===== src/rtl/tile_bl_wl_config_loader.sv =====
// Programming sequencer for one tile's bl/wl bank: assembles a bit-line frame
// from a word stream, then strobes the matching word line, row by row.
module tile_bl_wl_config_loader #(
    parameter int NUM_BL   = 160,
    parameter int NUM_WL   = 160,
    parameter int DATA_W   = 8,
    parameter int WL_PULSE = 2
) (
    input  logic              prog_clk,
    input  logic              prog_reset,
    input  logic              cfg_start,
    input  logic              cfg_valid,
    output logic              cfg_ready,
    input  logic [DATA_W-1:0] cfg_data,
    input  logic              cfg_last,
    output logic [0:NUM_BL-1] bl,
    output logic [0:NUM_WL-1] wl,
    output logic              busy,
    output logic              done,
    output logic              err,
    output logic [2:0]        state_dbg
);

    localparam int NUM_WORDS = (NUM_BL + DATA_W - 1) / DATA_W;
    localparam int WC_W      = (NUM_WORDS > 1) ? $clog2(NUM_WORDS) : 1;
    localparam int ROW_W     = (NUM_WL > 1) ? $clog2(NUM_WL) : 1;
    localparam int PC_W      = (WL_PULSE > 1) ? $clog2(WL_PULSE) : 1;

    typedef enum logic [2:0] {
        S_IDLE   = 3'd0,
        S_LOAD   = 3'd1,
        S_SETTLE = 3'd2,
        S_PULSE  = 3'd3,
        S_HOLD   = 3'd4,
        S_DONE   = 3'd5
    } state_t;

    state_t            state, state_next;
    logic [WC_W-1:0]   word_cnt;
    logic [ROW_W-1:0]  row;
    logic [PC_W-1:0]   pulse_cnt;

    // Handshake: a word moves on any rising edge where cfg_valid && cfg_ready;
    // cfg_ready is a pure function of state (LOAD only), never of cfg_valid.
    logic xfer, word_last, frame_ok, frame_bad, start_ok, last_row, pulse_end;

    assign xfer      = cfg_valid && cfg_ready;
    assign word_last = (word_cnt == WC_W'(NUM_WORDS - 1));
    assign frame_ok  = xfer && cfg_last && word_last;
    assign frame_bad = xfer && (cfg_last != word_last);
    assign start_ok  = cfg_start && ((state == S_IDLE) || (state == S_DONE));
    assign last_row  = (row == ROW_W'(NUM_WL - 1));
    assign pulse_end = (pulse_cnt == PC_W'(WL_PULSE - 1));

    always_ff @(posedge prog_clk) begin
        if (prog_reset) state <= S_IDLE;
        else            state <= state_next;
    end

    always_comb begin
        state_next = state;
        case (state)
            S_IDLE:   if (cfg_start) state_next = S_LOAD;
            S_LOAD:   if (frame_ok) state_next = S_SETTLE;
            S_SETTLE: state_next = S_PULSE;
            S_PULSE:  if (pulse_end) state_next = S_HOLD;
            S_HOLD:   state_next = last_row ? S_DONE : S_LOAD;
            S_DONE:   if (cfg_start) state_next = S_LOAD;
            default:  state_next = S_IDLE;
        endcase
    end

    always_comb begin
        cfg_ready = (state == S_LOAD);
        busy      = (state == S_LOAD) || (state == S_SETTLE) ||
                    (state == S_PULSE) || (state == S_HOLD);
        done      = (state == S_DONE);
        state_dbg = state;
        wl        = '0;
        if (state == S_PULSE) wl[row] = 1'b1;
    end

    // A malformed frame restarts the word count on the same row; the row only
    // advances after its word line has been strobed.
    always_ff @(posedge prog_clk) begin
        if (prog_reset) begin
            row       <= '0;
            word_cnt  <= '0;
            pulse_cnt <= '0;
            err       <= 1'b0;
        end else begin
            if (start_ok) begin
                row      <= '0;
                word_cnt <= '0;
                err      <= 1'b0;
            end else if (xfer) begin
                if (frame_bad) err <= 1'b1;
                if (frame_bad || frame_ok) word_cnt <= '0;
                else                       word_cnt <= word_cnt + 1'b1;
            end else if (state == S_HOLD && !last_row) begin
                row      <= row + 1'b1;
                word_cnt <= '0;
            end
            if (state == S_PULSE && !pulse_end) pulse_cnt <= pulse_cnt + 1'b1;
            else                                pulse_cnt <= '0;
        end
    end

    // Word k lands on bl[k*DATA_W +: DATA_W]; bits past NUM_BL fall off.
    always_ff @(posedge prog_clk) begin
        if (prog_reset) begin
            bl <= '0;
        end else begin
            for (int j = 0; j < NUM_BL; j++) begin
                if (xfer && word_cnt == WC_W'(j / DATA_W)) bl[j] <= cfg_data[j % DATA_W];
            end
        end
    end

endmodule


===== config.mk =====
export PLATFORM = sky130hd
export DESIGN_NAME = tile_bl_wl_config_loader
export DESIGN_NICKNAME = d
export VERILOG_FILES = /design/src/rtl/tile_bl_wl_config_loader.sv
export SDC_FILE = /design/constraint.sdc
export NUM_CORES = 1
export LEC_CHECK = 0
export CAP_MARGIN = 20
export CORE_AREA = 5 5 130 132
export CTS_BUF_LIST = sky130_fd_sc_hd__clkbuf_16
export DETAILED_ROUTE_END_ITERATION = 8
export DIE_AREA = 0 0 135 137
export DONT_BUFFER_PORTS = 1
export GPL_ROUTABILITY_DRIVEN = 0
export GPL_TIMING_DRIVEN = 1
export PLACE_DENSITY_LB_ADDON = 0.08
export SLEW_MARGIN = 10
export SYNTH_ARGS = -nofsm -noshare
export SYNTH_HDL_FRONTEND = slang
export SYNTH_SLANG_ARGS = --single-unit
export TNS_END_PERCENT = 30

===== constraint.sdc =====
create_clock -name prog_clk -period 2.2 [get_ports prog_clk]
set_input_delay 0.22 -clock prog_clk [delete_from_list [all_inputs] [get_ports prog_clk]]
set_output_delay 0.22 -clock prog_clk [all_outputs]
set_load 0.03 [all_outputs]

==> results.sh <==
export IMPL_filler_cell_count=1257
export IMPL_insertion_delay_ns=0.42
export IMPL_r2r_start="row[1]"
export IMPL_initial_antenna_violation_count=0
export IMPL_most_common_layout_cells="296 x sky130_fd_sc_hd__nor2_1, 167 x sky130_fd_sc_hd__dfxtp_1, 166 x sky130_fd_sc_hd__buf_4, 145 x sky130_fd_sc_hd__mux2i_1, 34 x sky130_fd_sc_hd__nand2_1"
export IMPL_fp_dieW_um=135
export IMPL_whs_endpoint="bl[153]"
export IMPL_failed_checks="hold timing, setup timing"
export IMPL_numPortBuffers=0
export IMPL_route_detailed_wl_per_inst_um=21.5
export IMPL_first_pass_iters=8
export IMPL_timing_critical_path_arrival_ns=2.03
export IMPL_cts_tree="built"
export IMPL_crit_reg2reg_capture="state_dbg[2]"
export IMPL_worst_hold_path_type="input port to register"
export IMPL_global_route_wire_length_before_repair_mm=39.7
export IMPL_cts_buffers_inserted=17
export IMPL_cp_endpoint_kind="output pin"
export IMPL_outcome="finished with violations"
export IMPL_clock_slew_seen_by_the_registers_of_the_worst_setup_and_hold_paths_ns=0.06
export IMPL_routed_wirelength_mm=27.7
export IMPL_number_of_global_route_vias_before_repair=6585
export IMPL_vdd_ir_drop_worst_mv=0.581
export IMPL_synth_warning_count=0
export IMPL_preCtsSetupSlack_ns=0.115
export IMPL_clockRootBuffer="sky130_fd_sc_hd__clkbuf_16"
export IMPL_crit_type="register to output pin"
export IMPL_hold_ws_ns=-0.113
export IMPL_postLayoutCoreUtil_pct=66.4
export IMPL_route_detailed_vias_per_inst=5.54
export IMPL_post_synth_num_cell_types=53
export IMPL_die_area_sq_um=18500
export IMPL_critical_path_peak_fanout=7
export IMPL_ctsLongestPathBuffers=2
export IMPL_initial_core_util_pct=50.5
export IMPL_detail_route_antenna_nets=0
export IMPL_yosys_most_used_dff="sky130_fd_sc_hd__dfxtp_1"
export IMPL_route_vias_total=7122
export IMPL_postSynthAreaPerCell_sq_um=8.62
export IMPL_worstSetupStartpointType="register"
export IMPL_diodes=0
export IMPL_hold_viol=43
export IMPL_ctsHtreeMaxLevel=4
export IMPL_num_nets_final=1079
export IMPL_worst_slew_pin_slew_ns=1.12
export IMPL_hpwlAfterDp_mm=19.3
export IMPL_final_cells=1286
export IMPL_drtIter0Drc=698
export IMPL_reg2reg_depth=7
export IMPL_slew_limit_headroom_pct=24.9
export IMPL_drc=0
export IMPL_global_route_usage_total_pct=27.4
export IMPL_layout_commonest_cell="sky130_fd_sc_hd__nor2_1"
export IMPL_setup_reg_to_reg_worst_slack_ns=0.12
export IMPL_max_cap_violations=0
export IMPL_req_time_crit_path_ns=1.98
export IMPL_final_layout_size_suffix_gt1_share_pct=28.0
export IMPL_final_min_period_over_clock_period_pct=102
export IMPL_syn_instance_count=915
export IMPL_setup_violating_endpoint_count_in_the_final_report=1
export IMPL_setup_repair_after_global_routing_missed_its_margin="yes"
export IMPL_grt_overflow_total=0
export IMPL_synth_edf_count=0
export IMPL_postSynthRegisterBits=178
export IMPL_achievable_frequency_mhz=445
export IMPL_syn_area_sq_um=7880
export IMPL_report_final_slew_viol_count=0
export IMPL_synthToLayoutAreaGrowth_pct=31.3
export IMPL_grt_start_max_net_pins=167
export IMPL_cellPowerDensity_nw_per_um2=666
export IMPL_reported_leakage_power_nw=4.95
export IMPL_worst_slack_setup_final_ns=-0.0451
export IMPL_tritoncts_num_sinks=178
export IMPL_floorplan_core_area_sq_um=15600
export IMPL_clock_skew_final_ns=0.0104
export IMPL_proportion_of_synthesized_chip_area_in_sequential_cells_pct=45.2
export IMPL_die_height_um=137
export IMPL_synth_fp_nets=937
export IMPL_hold_path_cell_count=1
export IMPL_ioPinCount=340
export IMPL_placed_cells=1233
export IMPL_synth_async_sr_flop_share_pct=0
export IMPL_floorplan_rows=46
export IMPL_period_minus_slack_ns=2.25
export IMPL_holdCritStartpoint="prog_reset"
==> what timing repair did <==
| action | 4_1_cts | 5_1_grt |
|---|---|---|
| buffers inserted | 3 | 5 |
| pin swaps | 2 | 14 |
| gates cloned | 0 | 2 |
| hold buffers | 3 | 8 |
| hold endpoints to repair | 163 | 160 |
| endpoints found under the setup margin | 148 | 140 |
| gates resized for setup | 29 | 74 |
==> how the worst max path moves through the flow <==
stage	cells past startpoint	to	start
final	7	wl[110]	state_dbg[2]
after global routing	7	wl[110]	state_dbg[2]
after CTS	7	wl[33]	state_dbg[2]
after detailed placement	5	bl[18]	state_dbg[1]
after global placement	5	bl[21]	state_dbg[1]
after floorplan	6	wl[114]	state_dbg[2]
==> synth_stat cells, types with 2 or more instances <==
cell	instances	area share (%)
sky130_fd_sc_hd__buf_6	3	0.43
sky130_fd_sc_hd__nand4_2	15	2.4
sky130_fd_sc_hd__nand2b_1	3	0.24
sky130_fd_sc_hd__and2b_1	3	0.29
sky130_fd_sc_hd__o211ai_1	2	0.19
sky130_fd_sc_hd__mux2i_1	145	18
sky130_fd_sc_hd__nor2_1	316	15
sky130_fd_sc_hd__nand2_1	44	2.1
sky130_fd_sc_hd__nor2_2	3	0.24
sky130_fd_sc_hd__buf_4	3	0.29
sky130_fd_sc_hd__nand3b_1	5	0.48
sky130_fd_sc_hd__nor3_1	3	0.19
sky130_fd_sc_hd__nand3_1	33	2.1
sky130_fd_sc_hd__clkbuf_1	52	2.5
sky130_fd_sc_hd__o21ai_0	2	0.13
sky130_fd_sc_hd__a21oi_1	20	1.3
sky130_fd_sc_hd__xor2_1	3	0.33
sky130_fd_sc_hd__buf_1	3	0.14
sky130_fd_sc_hd__ha_1	9	1.4
sky130_fd_sc_hd__dfxtp_1	178	45
sky130_fd_sc_hd__and3_1	2	0.16
sky130_fd_sc_hd__and4bb_2	2	0.32
sky130_fd_sc_hd__nand4_1	2	0.16
sky130_fd_sc_hd__xnor2_1	4	0.44
sky130_fd_sc_hd__inv_1	7	0.33
sky130_fd_sc_hd__clkbuf_2	2	0.13
sky130_fd_sc_hd__o32ai_1	2	0.22
sky130_fd_sc_hd__nor2b_1	8	0.63
sky130_fd_sc_hd__buf_2	15	0.95
sky130_fd_sc_hd__and4b_1	3	0.38
==> worst max-delay path, stage by stage, from the launching register on <==
cell	delay [ns]
sky130_fd_sc_hd__dfxtp_4	0.36
sky130_fd_sc_hd__nand3b_1	0.24
sky130_fd_sc_hd__nor3_4	0.20
sky130_fd_sc_hd__buf_6	0.15
sky130_fd_sc_hd__nand3_4	0.12
sky130_fd_sc_hd__clkbuf_16	0.21
sky130_fd_sc_hd__nor2_1	0.14
sky130_fd_sc_hd__buf_4	0.20
==> per-stage QoR <==
step                      power (mW)  TNS [ns]  instance area [sq um]  hold WS [ns]
after floorplan                 3.64         0                   7880         0.416
after global placement          3.62         0                   9160         0.313
after detailed placement        3.64         0                   9160         0.311
after CTS                       6.84    -0.119                   9930        -0.139
after global routing            7.10     -1.58                  10400        -0.140
final                           6.90   -0.0451                  10400        -0.113
==> layer usage <==
metal / share of wire (%) / routed length (um) / track usage [%] / up-vias
met5: 0 / 0 / 0 / -
met4: 1.9 / 520 / 8.17 / 0
met3: 10 / 2840 / 10.3 / 51
met2: 49 / 13700 / 45.9 / 345
met1: 38 / 10700 / 33.0 / 3426
li1: - / - / - / 3300
==> logic make-up (layout without fill, tap and decap cells) <==
group                    Yosys count  after routing  share of synthesized area, %
flip-flops                       178            178                          45.2
multiplexers                     145            145                          18.4
buffers and inverters             86            241                          4.79
adder cells (fa/ha/maj)            9              9                          1.43
AO/OA/AOI/OAI                     38             38                          3.33
AND/OR/NAND/NOR                  452            452                          26.1
XOR/XNOR                           7              7                         0.778
==> layout make-up <==
class	instances	area, sq um	share of cell area, %
clock inverters	15	201	1.95
well taps	216	270	2.61
repair buffers	201	1670	16.1
inverters	8	30.0	0.290
multi-input cells	651	4180	40.3
flip-flops and latches	178	3580	34.6
clock buffers	17	425	4.11
==> state kept, by name, summed over array words and instances (netlist names) <==
register / flops
bl: 160
pulse_cnt: 1
state_dbg: 3
word_cnt: 5
err: 1
row: 8
==> report_power, final <==
group	internal [mW]	switching (mW)	leakage (nW)
clock network	1.92	1.31	0.303
registers	3.24	0.0529	1.44
logic	0.126	0.251	3.21
total	5.29	1.61	4.95
No activity file was read; power rests on OpenSTA's default activity.
